<file path="src/rtl/icache_line_fill.sv">
// icache_line_fill
// Fetches one instruction-cache line after a miss. The memory burst starts at
// the critical word and wraps around the line. The critical word is forwarded
// to the core as soon as it arrives. The full line is then offered to the cache
// for writing.
//
// Ports
//   clk, rst_n         clock, asynchronous active-low reset
//   miss_*_i/o         miss request from the core (valid/ready, byte address)
//   mem_req_*_i/o      burst read request to memory (critical-word address)
//   mem_rsp_*_i/o      returned words from memory (valid/ready, data)
//   crit_valid_o/data  one-cycle pulse carrying the critical word
//   line_*_i/o         assembled line to the cache (valid/ready, addr, data)
//   busy_o             high whenever a miss is being serviced
//
// state | meaning
// IDLE  | waiting for a miss; miss_ready_o high
// REQ   | presenting the burst request to memory
// FILL  | collecting WORDS_PER_LINE words in wrap order
// WRITE | offering the assembled line to the cache
module icache_line_fill #(
    parameter int INST_SIZE      = 32,
    parameter int WORDS_PER_LINE = 8,
    parameter int ADDR_WIDTH     = 32
) (
    input  logic                                clk,
    input  logic                                rst_n,
    input  logic                                miss_valid_i,
    output logic                                miss_ready_o,
    input  logic [ADDR_WIDTH-1:0]               miss_addr_i,
    output logic                                mem_req_valid_o,
    input  logic                                mem_req_ready_i,
    output logic [ADDR_WIDTH-1:0]               mem_req_addr_o,
    input  logic                                mem_rsp_valid_i,
    input  logic [INST_SIZE-1:0]                mem_rsp_data_i,
    output logic                                mem_rsp_ready_o,
    output logic                                crit_valid_o,
    output logic [INST_SIZE-1:0]                crit_data_o,
    output logic                                line_valid_o,
    input  logic                                line_ready_i,
    output logic [ADDR_WIDTH-1:0]               line_addr_o,
    output logic [WORDS_PER_LINE*INST_SIZE-1:0] line_data_o,
    output logic                                busy_o
);

    localparam int OFFSET    = $clog2(INST_SIZE / 8);
    localparam int WORD_BITS = $clog2(WORDS_PER_LINE);
    localparam int LINE_BITS = WORDS_PER_LINE * INST_SIZE;

    localparam logic [WORD_BITS:0] LAST_CNT = (WORD_BITS + 1)'(WORDS_PER_LINE - 1);

    localparam logic [1:0] S_IDLE  = 2'd0;
    localparam logic [1:0] S_REQ   = 2'd1;
    localparam logic [1:0] S_FILL  = 2'd2;
    localparam logic [1:0] S_WRITE = 2'd3;

    logic [1:0]            state_q,      state_d;
    logic [ADDR_WIDTH-1:0] addr_q,       addr_d;
    logic [WORD_BITS-1:0]  wr_idx_q,     wr_idx_d;
    logic [WORD_BITS:0]    cnt_q,        cnt_d;
    logic [LINE_BITS-1:0]  line_q,       line_d;
    logic                  crit_valid_q, crit_valid_d;
    logic [INST_SIZE-1:0]  crit_data_q,  crit_data_d;

    always_comb begin
        state_d      = state_q;
        addr_d       = addr_q;
        wr_idx_d     = wr_idx_q;
        cnt_d        = cnt_q;
        line_d       = line_q;
        crit_valid_d = 1'b0;
        crit_data_d  = crit_data_q;

        case (state_q)
            S_IDLE: begin
                if (miss_valid_i) begin
                    addr_d   = miss_addr_i;
                    wr_idx_d = miss_addr_i[OFFSET +: WORD_BITS];
                    cnt_d    = '0;
                    // Start every miss from an empty line so nothing from an
                    // earlier or aborted fill can leak into the new one.
                    line_d   = '0;
                    state_d  = S_REQ;
                end
            end
            S_REQ: begin
                if (mem_req_ready_i) begin
                    state_d = S_FILL;
                end
            end
            S_FILL: begin
                if (mem_rsp_valid_i) begin
                    line_d[int'(wr_idx_q) * INST_SIZE +: INST_SIZE] = mem_rsp_data_i;
                    wr_idx_d = wr_idx_q + 1'b1;
                    cnt_d    = cnt_q + 1'b1;
                    // The first word of the burst is the critical word; it is
                    // forwarded only once per miss.
                    if (cnt_q == '0) begin
                        crit_valid_d = 1'b1;
                        crit_data_d  = mem_rsp_data_i;
                    end
                    if (cnt_q == LAST_CNT) begin
                        state_d = S_WRITE;
                    end
                end
            end
            S_WRITE: begin
                if (line_ready_i) begin
                    state_d = S_IDLE;
                end
            end
            default: state_d = S_IDLE;
        endcase
    end

    always_ff @(posedge clk or negedge rst_n) begin
        if (!rst_n) begin
            state_q      <= S_IDLE;
            addr_q       <= '0;
            wr_idx_q     <= '0;
            cnt_q        <= '0;
            line_q       <= '0;
            crit_valid_q <= 1'b0;
            crit_data_q  <= '0;
        end else begin
            state_q      <= state_d;
            addr_q       <= addr_d;
            wr_idx_q     <= wr_idx_d;
            cnt_q        <= cnt_d;
            line_q       <= line_d;
            crit_valid_q <= crit_valid_d;
            crit_data_q  <= crit_data_d;
        end
    end

    assign miss_ready_o    = (state_q == S_IDLE);
    assign busy_o          = (state_q != S_IDLE);
    assign mem_req_valid_o = (state_q == S_REQ);
    assign mem_rsp_ready_o = (state_q == S_FILL);
    assign line_valid_o    = (state_q == S_WRITE);
    assign mem_req_addr_o  = {addr_q[ADDR_WIDTH-1:OFFSET], {OFFSET{1'b0}}};
    assign line_addr_o     = {addr_q[ADDR_WIDTH-1:OFFSET+WORD_BITS], {(OFFSET + WORD_BITS){1'b0}}};
    assign line_data_o     = line_q;
    assign crit_valid_o    = crit_valid_q;
    assign crit_data_o     = crit_data_q;

endmodule

</file>
<file path="config.mk">
export PLATFORM = sky130hd
export DESIGN_NAME = icache_line_fill
export DESIGN_NICKNAME = d
export VERILOG_FILES = /design/src/rtl/icache_line_fill.sv
export SDC_FILE = /design/constraint.sdc
export NUM_CORES = 1
export LEC_CHECK = 0
export BUFFER_PORTS_ARGS = -buffer_cell sky130_fd_sc_hd__buf_4
export CAP_MARGIN = 40
export CORE_MARGIN = 8
export CORE_UTILIZATION = 50
export CTS_CLUSTER_SIZE = 20
export DETAILED_ROUTE_END_ITERATION = 7
export PLACE_DENSITY = 0.76
export SYNTH_ARGS = -nofsm -noshare
export SYNTH_HDL_FRONTEND = slang
export SYNTH_SLANG_ARGS = --single-unit
</file>
<file path="constraint.sdc">
create_clock -name clk -period 3.1 [get_ports clk]
set_input_delay 0.155 -clock clk [delete_from_list [all_inputs] [get_ports clk]]
set_output_delay 0.155 -clock clk [all_outputs]
set_load 0.005 [all_outputs]
</file>
==> results.ini, run 1 <==
[drt]
ant_nets = 0
drtIter0Drc = 941
vias = 11400
routedWlPerCell_um = 23.9
drc = 0
wl_um = 48200
via_per_inst = 5.67
dr.pass1.iters = 5

[global_routing]
grt_pass1_vias = 12000
grt_max_degree = 140
grt-ovfl-total = 0
grt.total_usage_pct = 28.1
antenna_found_initial = 0
grt_first_pass_wirelength_um = 73000

[layout]
finish.instance_area_mm2 = 0.0190
diodes = 0
nNetsFinal = 1696
drive_gt1_share_pct = 37.1
nFillCells = 2011
area_growth_pct = 36.3

[timing]
setup_tns_ns = 0
skew_ns = 0.0161
slew_headroom_pct = 44.3
rsz0062_at_grt = no
max_freq_ghz = 0.352
worst_pin_slew_ns = 0.835
setup_viol = 0
fin_crit_ns = 2.84
period_share_pct = 91.7
hold_viol_final = 0
finalMaxSlewViolations = 0

[logic_synthesis]
synth_cell_types = 59
yosys_warnings = 0
ys.flop_type = dfrtp_1
synth.area.top_cells = dfrtp_1 (59%), a22o_1 (7.4%), nand2_1 (5.5%)
synthCells = 1197
ys_seq_area_share_pct = 58.7
syn_area_per_cell_um2 = 11.7
ys_seq_elements = 328
synth_top_area_share_pct = 58.7
synthesis.area_mm2 = 0.0140
synth_edf_count = 0
yosysTopAreaCell = dfrtp_1
synth_async_sr_flop_share_pct = 100

[setup_path]
path_max_fanout = 32
critPathKind = register to register
r2r_slack_ns = 0.26
reg2reg_depth = 7
worstPathRequired_ns = 3.49
r2r-end = line_data_o[29]
worstPathArrival_ns = 3.23
rr_startpoint = wr_idx_q[0]
start_kind = register
endpoint_kind = register

[hold_path]
hold_path.class = primary input to register
hold_end = line_data_o[24]
hold_start = mem_rsp_data_i[24]
holdPathStages = 3

[floorplan]
dieArea_mm2 = 0.0336
initial_core_util_pct = 50.6
rows = 61
die_x_um = 183
io_pins = 428
die_y_um = 183
coreArea_mm2 = 0.0276

[place]
placed_cell_area_mm2 = 0.0173
io_buffers = 418
hpwl_um = 32500
gp_congestion = 0.869

[power_and_ir_drop]
power_leakage_nw = 9.63
power_density_mw_per_mm2 = 817
ir_drop_uv = 578

[clocking]
cts_resized = 0
clk_pin_slew_worst_paths_ns = 0.06
cts_sinks = 328
clock_tree.buffer_depth = 3
cts-root-buf = clkbuf_16
cts_buffers = 35
cts_max_level = 2
clock_latency_ns = 0.51
cts_tree = yes

[flow_run]
maxCapViolations = 0

[run_status]
status = complete, no violations

flip-flops by register name, summed over array words and instances, names as in the netlist:
register	count
crit_data_o	32
addr_q	30
crit_valid_o	1
cnt_q	4
state_q	2
wr_idx_q	3
line_data_o	256
stage by stage:
stage                     instances  hold slack [ns]  setup slack [ns]  utilization, %  power, mW
after floorplan                1203           -0.141             0.350               -       8.71
after global placement         1888            0.218             0.361            62.3       11.1
after detailed placement       1893            0.221             0.302            62.6       11.4
after CTS                      2016          0.00255             0.299            68.9       15.6
after global routing           2016           0.0156             0.131            68.9       16.3
final                          2016           0.0119             0.258            68.9       15.6
cells in the mapped netlist, drive strengths merged (4+ instances only):
cell / number
a21oi: 4
a22o: 118
buf: 98
clkbuf: 53
dfrtp: 328
ha: 13
inv: 13
mux2: 64
mux2i: 61
nand2: 208
nand2b: 4
nand3: 42
nor2: 11
nor3: 8
nor4: 6
o211ai: 61
o21ai: 67
how the worst max path moves through the flow:
stage,from,end,cells after the start
finish,wr_idx_q[0],line_data_o[29],7
global route,state_q[0],line_data_o[21],7
CTS,wr_idx_q[0],line_data_o[29],7
detailed placement,wr_idx_q[0],line_data_o[29],7
global placement,wr_idx_q[0],line_data_o[31],7
floorplan,wr_idx_q[0],line_data_o[30],9
layout by cell type, fill, tap and decap left out, types with 19 or more instances in the layout:
cell           instances
a22o_1               118
buf_4                454
clkbuf_16             35
dfrtp_1              328
dlygate4sd3_1         61
mux2_2                60
mux2i_1               61
nand2_1              206
nand3_1               41
o211ai_1              61
o21ai_0               19
o21ai_1               48
layout make-up:
type                       instances  area [µm²]  area share [%]
clock inverter                    16         165           0.867
clock buffer                      46         967            5.08
timing repair buffer             524        4190            22.0
tap                              378         473            2.48
sequential                       328        8210            43.1
inverter                          13        48.8           0.256
multi-input combinational        711        4990            26.2
per-layer routing:
| layer | part of all wire, % | global-route usage, % | vias to the layer above |
|---|---|---|---|
| met5 | 0 | 0 | - |
| met2 | 48 | 45.4 | 553 |
| met4 | 4.1 | 11.8 | 0 |
| met1 | 38 | 34.9 | 5782 |
| met3 | 9.8 | 8.57 | 110 |
| li1 | - | - | 4986 |
what timing repair did:
action                                  CTS  global route
hold buffers                             61             0
buffers inserted                          0             0
endpoints found under the setup margin    0             0
hold endpoints to repair                275             0
cell families (layout without fill, tap and decap cells):
family / Yosys count / after routing / share of synthesized area, %
muxes: 125 / 125 / 9.53
buffers and inverters: 164 / 599 / 6.07
and+or+nand+nor: 301 / 301 / 10.2
AOI/OAI and AO/OA: 263 / 263 / 14.1
DFF: 328 / 328 / 58.7
other: 1 / 7 / 0.0268
adders and majority gates: 13 / 13 / 1.16
xor gates and xnor gates: 2 / 2 / 0.125
report_power, final:
part | total [mW] | internal [mW] | switching, mW
Clock | 4.13 | 2.46 | 1.67
Sequential | 5.64 | 5.09 | 0.555
Combinational | 5.79 | 2.63 | 3.17
Total | 15.6 | 10.2 | 5.40
critical path, stage by stage (launching register included):
cell and delay, ns:
dfrtp_1 0.38, inv_1 0.14, ha_1 0.25, ha_1 0.35, or4b_4 0.57, or2_4 0.39, o21a_4 0.39, a22o_1 0.24
No activity file was read; power rests on OpenSTA's default activity.
==> run 2, diff against run 1 <==
BUFFER_PORTS_ARGS = -buffer_cell sky130_fd_sc_hd__buf_2   (was -buffer_cell sky130_fd_sc_hd__buf_4)
==> run 2 against run 1 <==
  * Final cell count is 1.3% lower
  * Largest power group is now registers
  * Setup slack better by 0.068 ns
  * Design area is 6.9% lower
  * Clock power hardly changed
  * Register-to-register slack better by 0.07 ns
  * Highest routed layer unchanged
  * Fmax is 2.5% higher
==> results.ini, run 2 (synthesized netlist as in run 1, its figures left out) <==
[run_status]
status = complete, no violations

[power_and_ir_drop]
p_int_mw = 9.49
ir_drop_uv = 543
power_frac_clock_pct = 27.8
p_sw_share_pct = 36.0
seqPwrFrac_pct = 37.6
power_density_mw_per_mm2 = 836
combPwrFrac_pct = 34.6
power_leakage_nw = 9.40
p_sw_mw = 5.33

[timing]
setup_tns_ns = 0
timing.final.ws_setup_ns = 0.327
hold_viol_final = 0
finalMaxSlewViolations = 0
slew_headroom_pct = 47.2
setup_viol = 0
rsz0062_at_grt = no
fin_crit_ns = 2.77
skew_ns = 0.0136
max_freq_ghz = 0.361
worst_pin_slew_ns = 0.792
period_share_pct = 89.5

[global_routing]
gr-max-usage-layer = met2
grt.total_usage_pct = 27.4
grt-ovfl-total = 0
use_met3_pct = 6.96
grt_use_met1_pct = 34.3
grt_first_pass_wirelength_um = 71300
grt_util_met2_pct = 45.1
grt_max_degree = 140
grt_pass1_vias = 11700
antenna_found_initial = 0

[layout]
area_growth_pct = 26.9
nFillCells = 2170
ff_latch_area_mm2 = 0.00821
multi_input_area_mm2 = 0.00499
finalNonFillerCells = 1990
final_cell_mix = buf_2 (417), dfrtp_1 (328), nand2_1 (206)
finish.instance_area_mm2 = 0.0177
layout_commonest_cell = buf_2
diodes = 0
largest_reg_flops = 256
final_core_util_pct = 64.2
nNetsFinal = 1670
drive_gt1_share_pct = 37.3

[setup_path]
reg2reg_depth = 7
cp_cell_sequence = inv_1 > ha_1 > ha_1 > or4b_4 > or2_4 > o21a_4 > a22o_1
worstPathRequired_ns = 3.49
rr_startpoint = wr_idx_q[0]
r2r-end = line_data_o[31]
endpoint_kind = register
path_max_fanout = 32
cp_slowest_cell = or4b_4
worst_path_largest_cell_delay_ns = 0.57
r2r_slack_ns = 0.33
start_kind = register
cpMostUsedCell = ha_1
critPathLaunch = wr_idx_q[0]
worstPathArrival_ns = 3.17
critPathKind = register to register
worstSetupEndpoint = line_data_o[31]

[clocking]
cts-root-buf = clkbuf_16
cts_resized = 0
cts_buffers = 36
clock_latency_ns = 0.52
cts_sinks = 328
cts_max_level = 2
clk_pin_slew_worst_paths_ns = 0.06
cts_tree = yes
clock_tree.buffer_depth = 3
post-cts-setup-buffer-count = 0
hold_buffers = 40

[place]
dp.cells = 1887
placed_cell_area_mm2 = 0.0162
dpl_worst_slack_ns = 0.337
gp_congestion = 0.864
io_buffers = 418
hpwl_um = 31700

[floorplan]
die_y_um = 183
io_pins = 428
die_x_um = 183
initial_core_util_pct = 50.6
coreArea_mm2 = 0.0276
rows = 61
dieArea_mm2 = 0.0336

[drt]
vias = 11400
ant_nets = 0
via_per_inst = 5.72
drc = 0
drtIter0Drc = 1096
wl_um = 46900
dr.pass1.iters = 5
routedWlPerCell_um = 23.6

[hold_path]
hold_path.class = primary input to register

[flow_run]
maxCapViolations = 0

[run 2: cell count changes in the layout (fill, tap and decap cells not counted), moves of 2 or more]
cell           change
dlygate4sd3_1     -21
buf_4            -423
buf_2            +417
bufinv_16          -2
clkinv_2           -4
clkbuf_1           +2
[run 2: how the worst min path moves through the flow]
stage | from | end | slack (ns) | cells past startpoint
global placement | rst_n | crit_data_o[10] | 0.17 | 1
detailed placement | rst_n | crit_data_o[5] | 0.17 | 1
finish | mem_rsp_data_i[30] | line_data_o[62] | 0.02 | 3
floorplan | rst_n | addr_q[10] | -0.14 | 0
global route | mem_rsp_data_i[17] | line_data_o[145] | 0.006 | 3
CTS | mem_rsp_data_i[15] | line_data_o[15] | 0.0004 | 3
[run 2: worst max-delay path: cells and delay by family, from the launching register on]
kind                       cells  cell delay, ns
DFF                            1            0.35
adders and majority gates      2            0.62
buffers and inverters          1            0.09
and+or+nand+nor                2            0.97
AOI/OAI and AO/OA              2            0.62
[run 2: cell type report]
cell class | instances | area share, %
clock buffers | 50 | 5.72
clock inverters | 13 | 0.663
inverters | 13 | 0.275
multi-input cells | 711 | 28.1
flip-flops and latches | 328 | 46.3
well taps | 378 | 2.67
repair buffers | 497 | 16.3
[run 2: power by group through the flow]
stage,logic [mW],registers [mW],clock network (mW)
after floorplan,3.03,5.68,0
after global placement,4.89,5.59,0
after detailed placement,5.09,5.63,0
after CTS,5.15,5.57,4.18
after global routing,5.53,5.68,4.35
final,5.13,5.58,4.11
[run 2: metrics by stage]
stage                     power [mW]  hold slack, ns
after global routing            15.6         0.00625
after CTS                       14.9        0.000364
after detailed placement        10.7           0.172
final                           14.8          0.0190
after floorplan                 8.71          -0.141
after global placement          10.5           0.170
[run 2: per-layer routing]
layer	vias up	part of all wire, %
met5	-	0
met1	5735	39
met3	113	9.3
li1	4948	-
met4	0	3.9
met2	579	48
